--- src/rtl/ex_pattern_pkg.sv ---
// Shared types and constants for the memory pattern sequencer and its LFSRs.
package ex_pattern_pkg;

    typedef enum logic [2:0] {
        IDLE,
        WRITE,
        READ,
        DRAIN,
        DONE
    } state_t;

    // Feedback mask for x^8+x^4+x^3+x^2+1 in Galois form (x^8 term implied).
    localparam logic [7:0] LFSR_TAPS = 8'h1D;

    localparam int DEFAULT_SEED = 32;

endpackage

--- src/rtl/ex_pattern_seq_if.sv ---
// Memory-controller handshake between the pattern sequencer (master) and memory (slave).
interface ex_pattern_seq_if;

    logic       ready;
    logic       wr_req;
    logic [7:0] wdata;
    logic       rd_req;
    logic       rdata_valid;
    logic [7:0] rdata;

    modport master (
        input  ready,
        input  rdata_valid,
        input  rdata,
        output wr_req,
        output wdata,
        output rd_req
    );

    modport slave (
        output ready,
        output rdata_valid,
        output rdata,
        input  wr_req,
        input  wdata,
        input  rd_req
    );

endinterface

--- src/rtl/ex_pattern_lfsr.sv ---
// 8-bit Galois LFSR pattern generator with synchronous load and step hold.
module ex_pattern_lfsr
    import ex_pattern_pkg::*;
#(
    parameter logic [7:0] RESET_VALUE = 8'(DEFAULT_SEED)
) (
    input  logic       clk,
    input  logic       reset_n,
    input  logic       enable,
    input  logic       pause,
    input  logic       load,
    input  logic [7:0] ldata,
    output logic [7:0] data
);

    logic [7:0] step;

    // Shift left and fold the outgoing MSB back into the tapped bits.
    assign step = {data[6:0], 1'b0} ^ (data[7] ? LFSR_TAPS : 8'h00);

    always_ff @(posedge clk or negedge reset_n) begin
        if (!reset_n) begin
            data <= RESET_VALUE;
        end else if (load) begin
            data <= ldata;
        end else if (enable && !pause) begin
            data <= step;
        end
    end

endmodule

--- src/rtl/ex_pattern_seq.sv ---
// Memory pattern test sequencer: writes BURSTS LFSR words, reads them back, checks them.
// Define EX_PATTERN_SEQ_ERRCNT_EN to build the saturating mismatch counter on err_count.
module ex_pattern_seq
    import ex_pattern_pkg::*;
#(
    parameter int SEED   = DEFAULT_SEED,
    parameter int BURSTS = 16
) (
    input  logic             clk,
    input  logic             reset_n,
    input  logic             start,
    ex_pattern_seq_if.master mem,
    output logic             busy,
    output logic             done,
    output logic             pass,
    output logic [7:0]       err_count
);

    localparam int            CW        = $clog2(BURSTS + 1);
    localparam logic [CW-1:0] LAST      = CW'(BURSTS - 1);
    localparam logic [CW-1:0] FULL      = CW'(BURSTS);
    localparam logic [7:0]    SEED_BYTE = SEED[7:0];

    state_t        state;
    state_t        state_next;
    logic [CW-1:0] wr_cnt;
    logic [CW-1:0] rd_cnt;
    logic [CW-1:0] ret_cnt;
    logic          fail;
    logic          fail_next;
    logic          wr_req_q;
    logic          rd_req_q;
    logic          busy_q;
    logic          done_q;
    logic          pass_q;
    logic          launch;
    logic          wr_acc;
    logic          rd_acc;
    logic          take;
    logic          ret_last;
    logic          mismatch;
    logic [7:0]    wr_data;
    logic [7:0]    exp_data;

    // Returned words only count while a test is reading and until all BURSTS are in.
    assign launch    = start && (state == IDLE || state == DONE);
    assign wr_acc    = wr_req_q && mem.ready;
    assign rd_acc    = rd_req_q && mem.ready;
    assign take      = mem.rdata_valid && (state == READ || state == DRAIN) && (ret_cnt < FULL);
    assign ret_last  = (ret_cnt == FULL) || (take && ret_cnt == LAST);
    assign mismatch  = take && (mem.rdata != exp_data);
    assign fail_next = fail || mismatch;

    always_comb begin
        state_next = state;
        unique case (state)
            IDLE, DONE: if (start) state_next = WRITE;
            WRITE:      if (wr_acc && wr_cnt == LAST) state_next = READ;
            READ:       if (rd_acc && rd_cnt == LAST) state_next = ret_last ? DONE : DRAIN;
            DRAIN:      if (ret_last) state_next = DONE;
            default:    state_next = IDLE;
        endcase
    end

    // Outputs are registered from the next state so they line up with the state register.
    always_ff @(posedge clk or negedge reset_n) begin
        if (!reset_n) begin
            state    <= IDLE;
            wr_cnt   <= '0;
            rd_cnt   <= '0;
            ret_cnt  <= '0;
            fail     <= 1'b0;
            wr_req_q <= 1'b0;
            rd_req_q <= 1'b0;
            busy_q   <= 1'b0;
            done_q   <= 1'b0;
            pass_q   <= 1'b0;
        end else begin
            state    <= state_next;
            wr_req_q <= (state_next == WRITE);
            rd_req_q <= (state_next == READ);
            busy_q   <= (state_next inside {WRITE, READ, DRAIN});
            done_q   <= (state_next == DONE);
            pass_q   <= (state_next == DONE) && !fail_next;
            if (launch) begin
                wr_cnt  <= '0;
                rd_cnt  <= '0;
                ret_cnt <= '0;
                fail    <= 1'b0;
            end else begin
                if (wr_acc) wr_cnt <= wr_cnt + 1'b1;
                if (rd_acc) rd_cnt <= rd_cnt + 1'b1;
                if (take)   ret_cnt <= ret_cnt + 1'b1;
                fail <= fail_next;
            end
        end
    end

`ifdef EX_PATTERN_SEQ_ERRCNT_EN
    logic [7:0] err_cnt;

    always_ff @(posedge clk or negedge reset_n) begin
        if (!reset_n) begin
            err_cnt <= 8'h00;
        end else if (launch) begin
            err_cnt <= 8'h00;
        end else if (mismatch && err_cnt != 8'hFF) begin
            err_cnt <= err_cnt + 8'h01;
        end
    end

    assign err_count = err_cnt;
`else
    assign err_count = 8'h00;
`endif

    ex_pattern_lfsr #(.RESET_VALUE(SEED_BYTE)) u_wr_gen (
        .clk     (clk),
        .reset_n (reset_n),
        .enable  (wr_req_q),
        .pause   (!mem.ready),
        .load    (launch),
        .ldata   (SEED_BYTE),
        .data    (wr_data)
    );

    ex_pattern_lfsr #(.RESET_VALUE(SEED_BYTE)) u_exp_gen (
        .clk     (clk),
        .reset_n (reset_n),
        .enable  (take),
        .pause   (1'b0),
        .load    (launch),
        .ldata   (SEED_BYTE),
        .data    (exp_data)
    );

    assign mem.wr_req = wr_req_q;
    assign mem.wdata  = wr_data;
    assign mem.rd_req = rd_req_q;
    assign busy       = busy_q;
    assign done       = done_q;
    assign pass       = pass_q;

endmodule

--- src/flat_wrapper.sv ---
// flat-port wrapper written by rule: the top's interface ports become plain ports
module ex_pattern_seq_flat import ex_pattern_pkg::*;
#(
    parameter int SEED   = DEFAULT_SEED,
    parameter int BURSTS = 16
)
  (clk, reset_n, start, busy, done, pass, err_count, mem_ready, mem_rdata_valid, mem_rdata, mem_wr_req, mem_wdata, mem_rd_req);
  ex_pattern_seq_if mem_i ();
  input  logic clk;
  input  logic reset_n;
  input  logic start;
  output logic busy;
  output logic done;
  output logic pass;
  output logic [7:0] err_count;
  input wire logic [$bits(mem_i.ready)-1:0] mem_ready;
  input wire logic [$bits(mem_i.rdata_valid)-1:0] mem_rdata_valid;
  input wire logic [$bits(mem_i.rdata)-1:0] mem_rdata;
  output wire logic [$bits(mem_i.wr_req)-1:0] mem_wr_req;
  output wire logic [$bits(mem_i.wdata)-1:0] mem_wdata;
  output wire logic [$bits(mem_i.rd_req)-1:0] mem_rd_req;
  assign mem_i.ready = mem_ready;
  assign mem_i.rdata_valid = mem_rdata_valid;
  assign mem_i.rdata = mem_rdata;
  assign mem_wr_req = mem_i.wr_req;
  assign mem_wdata = mem_i.wdata;
  assign mem_rd_req = mem_i.rd_req;
  ex_pattern_seq #(.SEED(SEED), .BURSTS(BURSTS)) u_core (.clk(clk), .reset_n(reset_n), .start(start), .mem(mem_i), .busy(busy), .done(done), .pass(pass), .err_count(err_count));
endmodule
--- config.mk ---
export PLATFORM = sky130hd
export DESIGN_NAME = ex_pattern_seq_flat
export DESIGN_NICKNAME = d
export VERILOG_FILES = /design/src/rtl/ex_pattern_pkg.sv /design/src/rtl/ex_pattern_seq_if.sv /design/src/rtl/ex_pattern_lfsr.sv /design/src/rtl/ex_pattern_seq.sv /design/src/flat_wrapper.sv
export SDC_FILE = /design/constraint.sdc
export NUM_CORES = 1
export LEC_CHECK = 0
export ABC_AREA = 1
export CAP_MARGIN = 25
export CORE_AREA = 3 3 92 94
export DETAILED_ROUTE_END_ITERATION = 10
export DIE_AREA = 0 0 95 97
export GPL_TIMING_DRIVEN = 0
export PLACE_DENSITY = 0.55
export SLEW_MARGIN = 15
export SYNTH_ARGS = -nofsm -noshare
export SYNTH_HDL_FRONTEND = slang
export SYNTH_HIERARCHICAL = 1
export SYNTH_SLANG_ARGS = --single-unit
--- constraint.sdc ---
create_clock -name clk -period 1.5 [get_ports clk]
set_clock_uncertainty 0.05 [all_clocks]
set_input_delay 0.3 -clock clk [delete_from_list [all_inputs] [get_ports clk]]
set_output_delay 0.3 -clock clk [all_outputs]
set_load 0.05 [all_outputs]
; Word-level counts from Yosys, hierarchy flattened
; Index checks and enable logic that the tools add are counted.
[word_totals]
regBits = 40
in_bits = 13
output_inout_bits = 21
[classes]
n_bitwise = 2
eq_ne = 13
reduce_logical = 21
n_mux = 19
magnitude_cmp = 1
add_sub_neg = 3
[op_table]
columns = operator, count
row1 = 2-to-1 mux 5 bit, 8
row2 = 2-to-1 mux 8 bit, 4
row3 = XOR 8 bit, 2
row4 = adder 5 x 1 -> 5 bit (second input constant), 3
row5 = equality test 5 x 4 -> 1 bit (second input constant), 3
row6 = 2-to-1 mux 3 bit, 5
row7 = equality test 3 x 2 -> 1 bit (second input constant), 4
row8 = one-hot mux 3 bit (4 select lines), 1
row9 = logical AND 1 bit, 10
row10 = != test 8 bit, 1
row11 = equality test 3 x 1 -> 1 bit (second input constant), 2
row12 = equality test 3 bit (second input constant), 2
row13 = nonzero test 2 bit, 3
row14 = equality test 5 bit (second input constant), 1
row15 = < comparator 5 bit (second input constant), 1
row16 = logical OR 1 bit, 4
row17 = zero test 3 bit, 1
row18 = nonzero test 3 bit, 1
row19 = OR reduction 2 bit, 1
row20 = zero test 1 bit, 1
row21 = 2-to-1 mux 1 bit, 1

; Longest topological paths before layout
; Gate-level depths: netlist of run 1.
[depth]
word_depth = 11
ltp_mapped = 11
ltp_nobuf = 11

; Cells and area by module
; The synthesis of run 1 kept the hierarchy.
[by_module_without_submodules]
columns = mod, area_each_um2, seq_area_each_um2, cells_per_inst, instances
row1 = ex_pattern_seq, 1408.9, 600.6, 170, 1
row2 = ex_pattern_lfsr, 451.7, 201.4, 66, 2

; Least setup slack after synthesis of run 1
; No wires, ideal clock.
[synth_timing]
kind = register -> register
start = reg u_core.wr_req_q, in the netlist u_core/mem.wr_req
end = reg u_core.busy_q, in the netlist u_core/busy
required_time_ns = 1.328
path_stages_with_launch = 8
t_arrival_ns = 1.321
path_slack_ns = 0.007
path_cell_list = dfrtp_1 > nand2_1 > nor2_1 > nor2_1 > nor2_4 > nand3_1 > inv_1 > nand2_1
[synth_via]
elab_chain_cells = 6
word_cells_on_any_way = 8
cone_classes = eq/ne: 3 / mux: 2 / reduce/logical: 3
[synth_rtl]
columns = element, line
row1 = "start, declared", ex_pattern_seq.sv:31  ; logic wr_req_q;
row2 = "start signal, assigned", ex_pattern_seq.sv:80  ; wr_req_q <= (state_next == WRITE);
row3 = logical AND 1 bit *, ex_pattern_seq.sv:47  ; assign wr_acc = wr_req_q && mem.ready;
row4 = logical AND 1 bit *, ex_pattern_seq.sv:58  ; WRITE: if (wr_acc && wr_cnt == LAST) state_next = READ;
row5 = 2-to-1 mux 3 bit *, ex_pattern_seq.sv:58
row6 = one-hot mux 3 bit (4 select lines) *, ex_pattern_seq.sv:56  ; unique case (state)
row7 = via u_core.state_next[0], ex_pattern_seq.sv:25  ; state_t state_next;
row8 = equality test 3 x 1 -> 1 bit or equality test 3 x 2 -> 1 bit (tied branches), ex_pattern_seq.sv:82  ; busy_q <= (state_next inside {WRITE, READ, DRAIN});
row9 = nonzero test 3 bit *, ex_pattern_seq.sv:82
row10 = "end signal, assigned", ex_pattern_seq.sv:82
row11 = "end, declared", ex_pattern_seq.sv:33  ; logic busy_q;
; Mark *: on every way through the listed nets, which the timed path passes. The rest lies on a longest branch.
; A chain may end at the register's enable or synchronous reset.

; Worst setup path in the final report of run 1
[layout_timing]
start = reg u_core.ret_cnt[1]
end = reg u_core.busy_q, in the netlist u_core/busy
[layout_via]
elab_chain_cells = 9
word_cells_on_any_way = 14
cone_classes = order compare: 1 / eq/ne: 5 / mux: 4 / reduce/logical: 4
[layout_rtl]
columns = element, line
row1 = "start, declared", ex_pattern_seq.sv:28  ; logic [CW-1:0] ret_cnt;
row2 = "start signal, assigned", ex_pattern_seq.sv:93  ; if (take) ret_cnt <= ret_cnt + 1'b1;
row3 = < comparator 5 bit, ex_pattern_seq.sv:49  ; assign take = mem.rdata_valid && (state == READ || state == DRAIN) && (ret_cnt < FULL);
row4 = logical AND 1 bit, ex_pattern_seq.sv:49
row5 = logical AND 1 bit, ex_pattern_seq.sv:50  ; assign ret_last = (ret_cnt == FULL) || (take && ret_cnt == LAST);
row6 = logical OR 1 bit *, ex_pattern_seq.sv:50
row7 = 2-to-1 mux 3 bit (2 in series), ex_pattern_seq.sv:59  ; READ: if (rd_acc && rd_cnt == LAST) state_next = ret_last ? DONE : DRAIN;
row8 = one-hot mux 3 bit (4 select lines) *, ex_pattern_seq.sv:56
row9 = equality test 3 x 1 -> 1 bit or equality test 3 x 2 -> 1 bit (tied branches), ex_pattern_seq.sv:82
row10 = nonzero test 3 bit *, ex_pattern_seq.sv:82
; Every way passes the cells marked *; elsewhere a longest branch is shown, timed or not.

==> metrics.md, run 1 <==
| Metric | Value |
|---|---|
| Status | `finished, violations left` |
| Failing checks | `negative setup slack` |
| Hold Path Class | `input pin to asynchronous set/reset pin` |
| Post-Syn Area | `roughly 2300 um2` |
| Mapped Cells | `302` |
| CP startpoint kind | `flip-flop` |
| Max-slew violation count | `0` |
| Starting DRT DRC Count | `31` |
| CP Buf/Inv Count | `0` |
| WL/cell | `between 10 and 15 um` |
| Sequential area share after synthesis | `0.434` |
| Max clock buf depth | `2` |
| Seq cells post-synth | `40` |
| Met3 Use GR | `0.0319` |
| VDD IR-drop max | `between 0.7 and 0.8 mV` |
| CP endpoint kind | `flip-flop` |
| Die height | `between 90 and 100 um` |
| Hold Fails Final Rpt | `0` |
| First-pass GRT wire length | `around 8400 um` |
| GRT met2 Usage | `0.183` |
| Worst setup path startpoint | `u_core/ret_cnt[1]` |
| Detailed placement HPWL | `about 3500 um` |
| Vias after detailed routing | `roughly 2,000` |
| Dpl cells | `453` |
| Largest net degree at the start of global routing | `24` |
| Least-Margin Pin Slew | `~530 ps` |
| WL final | `a little under 5000 um` |
| Final worst path period need | `~1600 ps` |
| Setup-failing EPs final | `5` |
| GRT Util Overall | `0.112` |
| CTS tree | `built` |
| Max-cap check violation count | `0` |
| Worst slew margin | `0.644` |
| Worst skew pair latency | `290 ps` |
| Met1 Usage GRT | `0.141` |
| CP top delay family | `simple AND/OR/NAND/NOR gates` |
| Vias in the first global route | `just under 2,000` |
| Site Rows | `32` |
| Pre-antenna DRT Iters | `4` |
| Pwr/cell area | `about 1700 nW/um2` |
| Ports | `34` |
| Total CTS buffers | `5` |
| Root Driver | `clkbuf_8` |
| Share of cells above drive strength 1 | `0.237` |
| Tot Pwr | `a little over 5 mW` |
| Finished Layout Cells | `around 480` |
| Die area | `just over 9000 um2` |
| Die Wd | `around 95 um` |
| Crit-path cells | `ha_2, nand2_2, nor2_2, ha_2, nand4_4, nand3_2, o21ai_2, nor2_2, nand2_1` |
| Crit-path max cell delay | `roughly 350 ps` |
| Final #Nets | `between 300 and 400` |
| Final Wtd Congestion | `between 0.7 and 0.8` |
| Setup ws final | `-71.9 ps` |
| Ant. Diodes | `0` |
| Critical path peak fanout | `3` |
| RR Startpoint | `u_core/ret_cnt[1]` |
| Reg clk slew, reported paths | `approximately 80 ps` |
| Leakage | `1.55 nW` |
| Final ANT Viol Nets | `0` |
| Grt ovf | `0` |
| Worst hold slack | `roughly 430 ps` |
| R2R depth | `9` |
| CP Depth | `9` |
| Via density | `about 4.1` |
| Critical path's slowest cell | `dfrtp_1` |
| Syn-to-layout area delta | `34.1%` |
| Port bufs | `25` |
| Reg-to-Reg End | `u_core/busy` |
| H-tree depth | `2` |
| CORE AREA | `between 7000 and 8000 um2` |
| Path type of the worst setup path | `flip-flop to flip-flop` |
| Arr. time, crit path | `about 1700 ps` |
| DRC | `0` |
| Synth warn | `6` |
| Clk sinks | `40` |
| RSZ-0062 raised after global routing | `yes` |
| Most Used Layer, Global Route | `met2` |
| Initial Utilization | `0.299` |
| Final worst path period share | `1.05` |
| Reg2reg setup slack | `-70 ps` |
| Syn_area_per_cell | `7.66 um2` |
| Initial antenna violation count | `0` |
| Setup crit end | `u_core/busy` |
| Post-synth cell types | `30` |
| Fillers | `790` |
| WP data required | `1620 ps` |
| Fmax | `0.636 GHz` |
## cell usage after synthesis, drive strengths merged
library cell  instances  area, um2
nor4                  2       12.5
o21ai                15       75.1
o31ai                 1       7.51
nand2                99        404
xnor2                 8       70.1
a21oi                 6       30.0
a211oi                2       15.0
inv                  50        190
a21boi                1       7.51
ha                    7       87.6
nor3                  5       35.0
o211ai                2       15.0
dfstp                 2       52.6
a31oi                 2       12.5
buf                  10       82.6
conb                  2       7.51
nor2                 27        131
nand4                 3       25.0
dfrtp                38        951
nand3                20        100
## area by class of cell
class | instances | area [um2] | area share
inverter | 50 | 203 | 0.0653
buffer | 10 | 82.6 | 0.0266
tap | 102 | 128 | 0.0411
multi-input combinational | 225 | 1200 | 0.388
clock buffer | 8 | 100 | 0.0323
sequential | 40 | 1000 | 0.324
timing repair buffer | 42 | 382 | 0.123
## where the power goes
group	switching (mW)	internal, mW	leakage [nW]
Clock	0.365	0.420	0.0515
Sequential	0.333	1.48	0.512
Combinational	1.58	0.963	0.986
## cell families after synthesis
logic type	count (synthesis)	synth area share
simple gates	156	0.306
buf+inv	60	0.118
flops	40	0.434
compound gates	29	0.0703
xor+xnor	8	0.0303
fa+ha+maj	7	0.0379
other cells	2	0.00325
## cells in the final DEF, fill, tap and decap left out, types with 2 or more instances in the layout
| cell type | count |
|---|---|
| clkbuf_2 | 2 |
| inv_2 | 6 |
| dfstp_2 | 2 |
| a211oi_1 | 2 |
| a21oi_1 | 6 |
| nand2_1 | 89 |
| conb_1 | 25 |
| a31oi_1 | 2 |
| o21ai_2 | 2 |
| buf_4 | 22 |
| nor2_4 | 6 |
| ha_2 | 3 |
| nor2_1 | 15 |
| dfrtp_1 | 38 |
| o211ai_1 | 2 |
| nand3_2 | 3 |
| clkdlybuf4s50_1 | 11 |
| nand4_1 | 2 |
| buf_6 | 3 |
| ha_1 | 4 |
| nor3_1 | 3 |
| nand2_4 | 4 |
| o21ai_1 | 8 |
| nor4_1 | 2 |
| xnor2_1 | 8 |
| clkdlybuf4s15_2 | 8 |
| nand3_1 | 17 |
| nor2_2 | 6 |
| inv_1 | 42 |
| buf_2 | 3 |
| o21ai_0 | 5 |
| nor3_2 | 2 |
| clkbuf_8 | 7 |
| nand2_2 | 6 |
## what timing repair did
action                                  in CTS  in global routing
pin swaps                                    5                 14
setup buffers                                1                 14
gates resized for setup                     50                 24
hold endpoints to repair                    17                  0
endpoints found under the setup margin      32                 23
hold buffers                                 1                  0
## per-stage QoR
step                      utilization  TNS (ps)  area (um2)  setup WS [ps]
final                           0.401      -197        3100          -71.9
after global routing            0.401     -1020        3100           -182
after CTS                       0.383      -244        2960          -93.5
after detailed placement        0.361     -6170        2790           -348
after global placement          0.359    -48860        2780          -1080
after floorplan                     -         0        2400           7.29
## routing by layer
metal	part of all wire	vias up
li1	-	1047
met1	0.48	896
met2	0.47	23
met3	0.033	7
met4	0.013	0
met5	0	-
## worst min-delay path by stage
| stage | startpoint | to | slack [ps] | cells past startpoint |
|---|---|---|---|---|
| finish | reset_n | u_core/rd_cnt[1] | 430 | 2 |
| global route | u_core/u_wr_gen/data[5] | u_core/u_wr_gen/data[5] | 460 | 2 |
| CTS | reset_n | u_core/u_wr_gen/data[6] | 420 | 2 |
| detailed placement | reset_n | u_core/u_wr_gen/data[6] | 210 | 1 |
| global placement | u_core/rd_cnt[3] | u_core/rd_cnt[3] | 410 | 1 |
| floorplan | reset_n | u_core/busy | -50 | 0 |
## state kept, by name, summed over array words and instances (netlist names)
| register | count |
|---|---|
| u_core/wr_cnt | 5 |
| u_core/u_wr_gen/data | 8 |
| u_core/done | 1 |
| u_core/mem.wr_req | 1 |
| u_core/mem.rd_req | 1 |
| u_core/rd_cnt | 5 |
| u_core/state | 3 |
| u_core/fail | 1 |
| u_core/busy | 1 |
| u_core/u_exp_gen/data | 8 |
| u_core/pass | 1 |
| u_core/ret_cnt | 5 |
(Power assumes the default switching activity.)
==> run 2: changes to the inputs <==
Settings changed: CTS_CLUSTER_DIAMETER from default to 200.
==> results of run 2 <==
No change in the layout: final DEF, timing and power equal those of run 1.
==> patch 1: new RTL, config.mk and constraints of run 1 <==
The option `EX_PATTERN_SEQ_ERRCNT_EN` is turned on by a define.
--- a/src/rtl/ex_pattern_seq.sv
+++ b/src/rtl/ex_pattern_seq.sv
@@ -2,2 +2,4 @@
 // Define EX_PATTERN_SEQ_ERRCNT_EN to build the saturating mismatch counter on err_count.
+`define EX_PATTERN_SEQ_ERRCNT_EN
+
 module ex_pattern_seq
Formal check against the unedited RTL: same outputs for any inputs over 10 cycles, from zero or initial values and one cycle with reset_n low; that may be too few to reach the edited logic, so the function may still have changed.
==> patch 1 against run 1 <==
The run still ends with setup timing left. Design area rose by 24%. Sequential cell count up 8. Worst setup slack worse by 0.079 ns. Critical path depth is the same. Global-route usage rose by 2.5 points. Routed wire length grew 26%. Area after synthesis rose by 19%. Sequential share of layout area is 0.71 points lower. Total power increased by 21%. Sequential power grew 19%. Critical endpoint unchanged. Highest routed layer unchanged.
==> patch 1: results (changes against run 1) <==
[run_status]
status=finished, violations left
violations=setup timing

[layout]
final_cells=562  ; +18%
antenna_cells=0  ; unchanged
nets=480  ; +22%
drive_above_1_share=0.283  ; +0.0453

[timing]
setup_ws_ns=-0.151  ; -0.0790 ns
setup_viol=5  ; unchanged
holdWs_ns=0.411  ; -0.0157 ns

[yosys]
syn_inst=371  ; +23%
synth_common_cells=nand2_1, inv_1, dfrtp_1, nand3_1, nor2_1
synth.area.top_cells=dfrtp_1, nand2_1, inv_1, nand3_1, ha_1
synth-adder-area-share=0.0363  ; -0.00161
synth_compound_area_frac=0.0607  ; -0.00960
synthMuxAreaShare=0  ; unchanged
synth_xor_area_frac=0.0286  ; -0.00174
synth_cell_type_count=33  ; +10%
yosysSeqAreaShare=0.436  ; +0.00210

[power]
leakagePower_nw=1.97  ; +27%
irDropWorstVdd_v=0.000531  ; -33%

[route]
routed_wl_um=6180  ; +26%
drt_iter0_drc=62  ; +100%
via_per_inst=4.45  ; +7.6%

[placed_design]
dp_hpwl_um=4240  ; +20%
io_buffers=33  ; +32%
routabilityCongestion=0.851  ; +9.3%
dpl.cell_count=522  ; +15%

[critical_path]
cpPeakStageDelay_ns=0.38  ; +0.03 ns
crit_family=adder cells
reg2reg_slack_ns=-0.15  ; -0.08 ns
cp-startpoint=u_core/rd_cnt[1]$_DFFE_PN0P_

[global_routing]
track_usage=0.137  ; +0.0247
grt_pass1_wl_um=10400  ; +24%
grt_max_degree=33  ; +38%
grt_pass1_vias=2308  ; +20%

## patch 1: cell count changes after synthesis, sizes merged, moves of 2 or more
cell,before,now
nand2,99,133
nand3,20,34
inv,50,60
dfrtp,38,46
buf,10,5
xor2,0,4
nand4,3,6
xnor2,8,5
a21oi,6,8
and3,0,2
## patch 1: layer usage
metal,up-vias,share of wire,GRT usage
met5,-,0,0
met4,0,0.011,0.0333
met3,7,0.035,0.0264
met2,35,0.48,0.224
met1,1140,0.48,0.186
li1,1320,-,-
## patch 1: where the power goes
group | internal, mW | leakage [nW] | switching, mW | total [mW]
logic | 1.30 | 1.31 | 1.98 | 3.28
registers | 1.75 | 0.612 | 0.404 | 2.15
clock network | 0.377 | 0.0455 | 0.422 | 0.799
## patch 1: area by class of cell
class	count	area, um2
Fill cell	763	3900
Multi-Input combinational cell	273	1540
Sequential cell	48	1210
Inverter	60	230
Clock buffer	8	90.1
Buffer	5	55.1
Timing Repair Buffer	66	573
Tap cell	102	128
## patch 1: stage by stage
step / power [mW] / instance area (um2) / setup TNS [ns] / worst slack, ns
global route: 6.78 / 3830 / -1.73 / -0.214
CTS: 5.95 / 3620 / -0.409 / -0.100
detailed placement: 4.96 / 3330 / -13.64 / -0.423
floorplan: 4.17 / 2860 / -0.389 / -0.0562
finish: 6.23 / 3830 / -0.506 / -0.151
global placement: 4.92 / 3320 / -83.23 / -1.65
## patch 1: cells by family after synthesis
group	Yosys count
flip-flops	48
XOR/XNOR	9
AND/OR/NAND/NOR	209
adder cells (fa/ha/maj)	8
AO/OA/AOI/OAI	30
other	2
buffers and inverters	65
## patch 1: timing repair
item | in CTS | in global routing
endpoints found under the hold margin | 16 | 0
resized for setup | 88 | 51
buffers inserted | 12 | 19
pin swaps | 13 | 27
endpoints found under the setup margin | 52 | 44
hold buffers | 1 | 0
==> patch 2: new RTL, flow settings as in run 1 <==
Without the edit above. Compare `wr_cnt` against `LAST` with >= in place of ==.
--- a/src/rtl/ex_pattern_seq.sv
+++ b/src/rtl/ex_pattern_seq.sv
@@ -57,3 +57,3 @@
             IDLE, DONE: if (start) state_next = WRITE;
-            WRITE:      if (wr_acc && wr_cnt == LAST) state_next = READ;
+            WRITE:      if (wr_acc && wr_cnt >= LAST) state_next = READ;
             READ:       if (rd_acc && rd_cnt == LAST) state_next = ret_last ? DONE : DRAIN;
Check against the original RTL: no difference found for any inputs over 10 cycles, from zero or initial values and one cycle with reset_n low; that may be too few to reach the edited logic, so the function may still have changed.
==> patch 2 against run 1 <==
First-iteration DRC count grew 94%. Final cell count is 1.5% higher. Via count grew 1.8%. Routed wire length is 1.5% lower. Sequential cell count did not move. Combinational power is 6% higher. Synthesized cell count increased by 4.0%. Non-clock buffer count down 4. Clock power is 21% higher. Worst setup slack better by 0.10 ns. Total power rose by 7.0%. Design area shrank 0.28%. Area after synthesis grew 0.76%. Critical endpoint is now u_core/state[1]$_DFF_PN0_. Largest cell class unchanged.
==> patch 2: results (changes against run 1) <==
[run_status]
status=completed

[layout]
inv_count=55  ; +10%
clock_tree_area_fraction=0.0392  ; +0.00697
nets=401  ; +1.8%
final_cells=484  ; +1.5%
signal_buffers=48  ; -7.7%
drive_above_1_share=0.212  ; -0.0253
multi_input_area_share=0.385  ; -0.00335

[critical_path]
cp.arrival_ns=1.59  ; -0.11 ns
rr_endpoint=u_core/state[1]$_DFF_PN0_
crit_family=adder cells

[global_routing]
grt_max_degree=33  ; +38%
track_usage=0.111  ; -0.000961

[timing]
holdWs_ns=0.332  ; -0.0947 ns

[placed_design]
dpl_cell_area_um2=2810  ; +0.63%
pre_cts_slack_ns=-0.619  ; -0.270 ns
dpl.cell_count=465  ; +2.6%

[yosys]
synth_xor_area_frac=0.0188  ; -0.0115
yosysSeqAreaShare=0.431  ; -0.00326
syn_area_per_cell_um2=7.42  ; -3.1%
synth_compound_area_frac=0.0886  ; +0.0183
synth.area.top_cells=dfrtp_1, nand2_1, inv_1, nand3_1, ha_1

[power]
clockPowerShare=0.173  ; +0.020
leakagePower_nw=1.59  ; +2.5%
power_density_nw_per_um2=1780  ; +7.3%

-- patch 2: cell types whose count changed in the layout (fill, tap and decap cells not counted), moves of 3 or more --
cell     change
o21ai_0      +4
nand3_1      +3
buf_4        -4
xnor2_1      -3
nor2_4       -4
inv_2        +4
nand2_1     +16
nor2_2       -3
-- patch 2: timing repair --
action                                  in CTS  in global routing
pin swaps                                    3                  9
endpoints found under the hold margin        6                  0
endpoints found under the setup margin      39                 25
gates resized for setup                     49                 19
buffers inserted                             4                  6
hold buffers                                 1                  0
-- patch 2: layer usage --
layer | global-route usage | part of all wire | vias to the layer above | wire length, um
met1 | 0.148 | 0.49 | 901 | 2350
li1 | - | - | 1069 | -
met5 | 0 | 0 | - | 0
met3 | 0.0350 | 0.039 | 5 | 187
met4 | 0.0233 | 0.0064 | 0 | 31
met2 | 0.177 | 0.47 | 34 | 2270
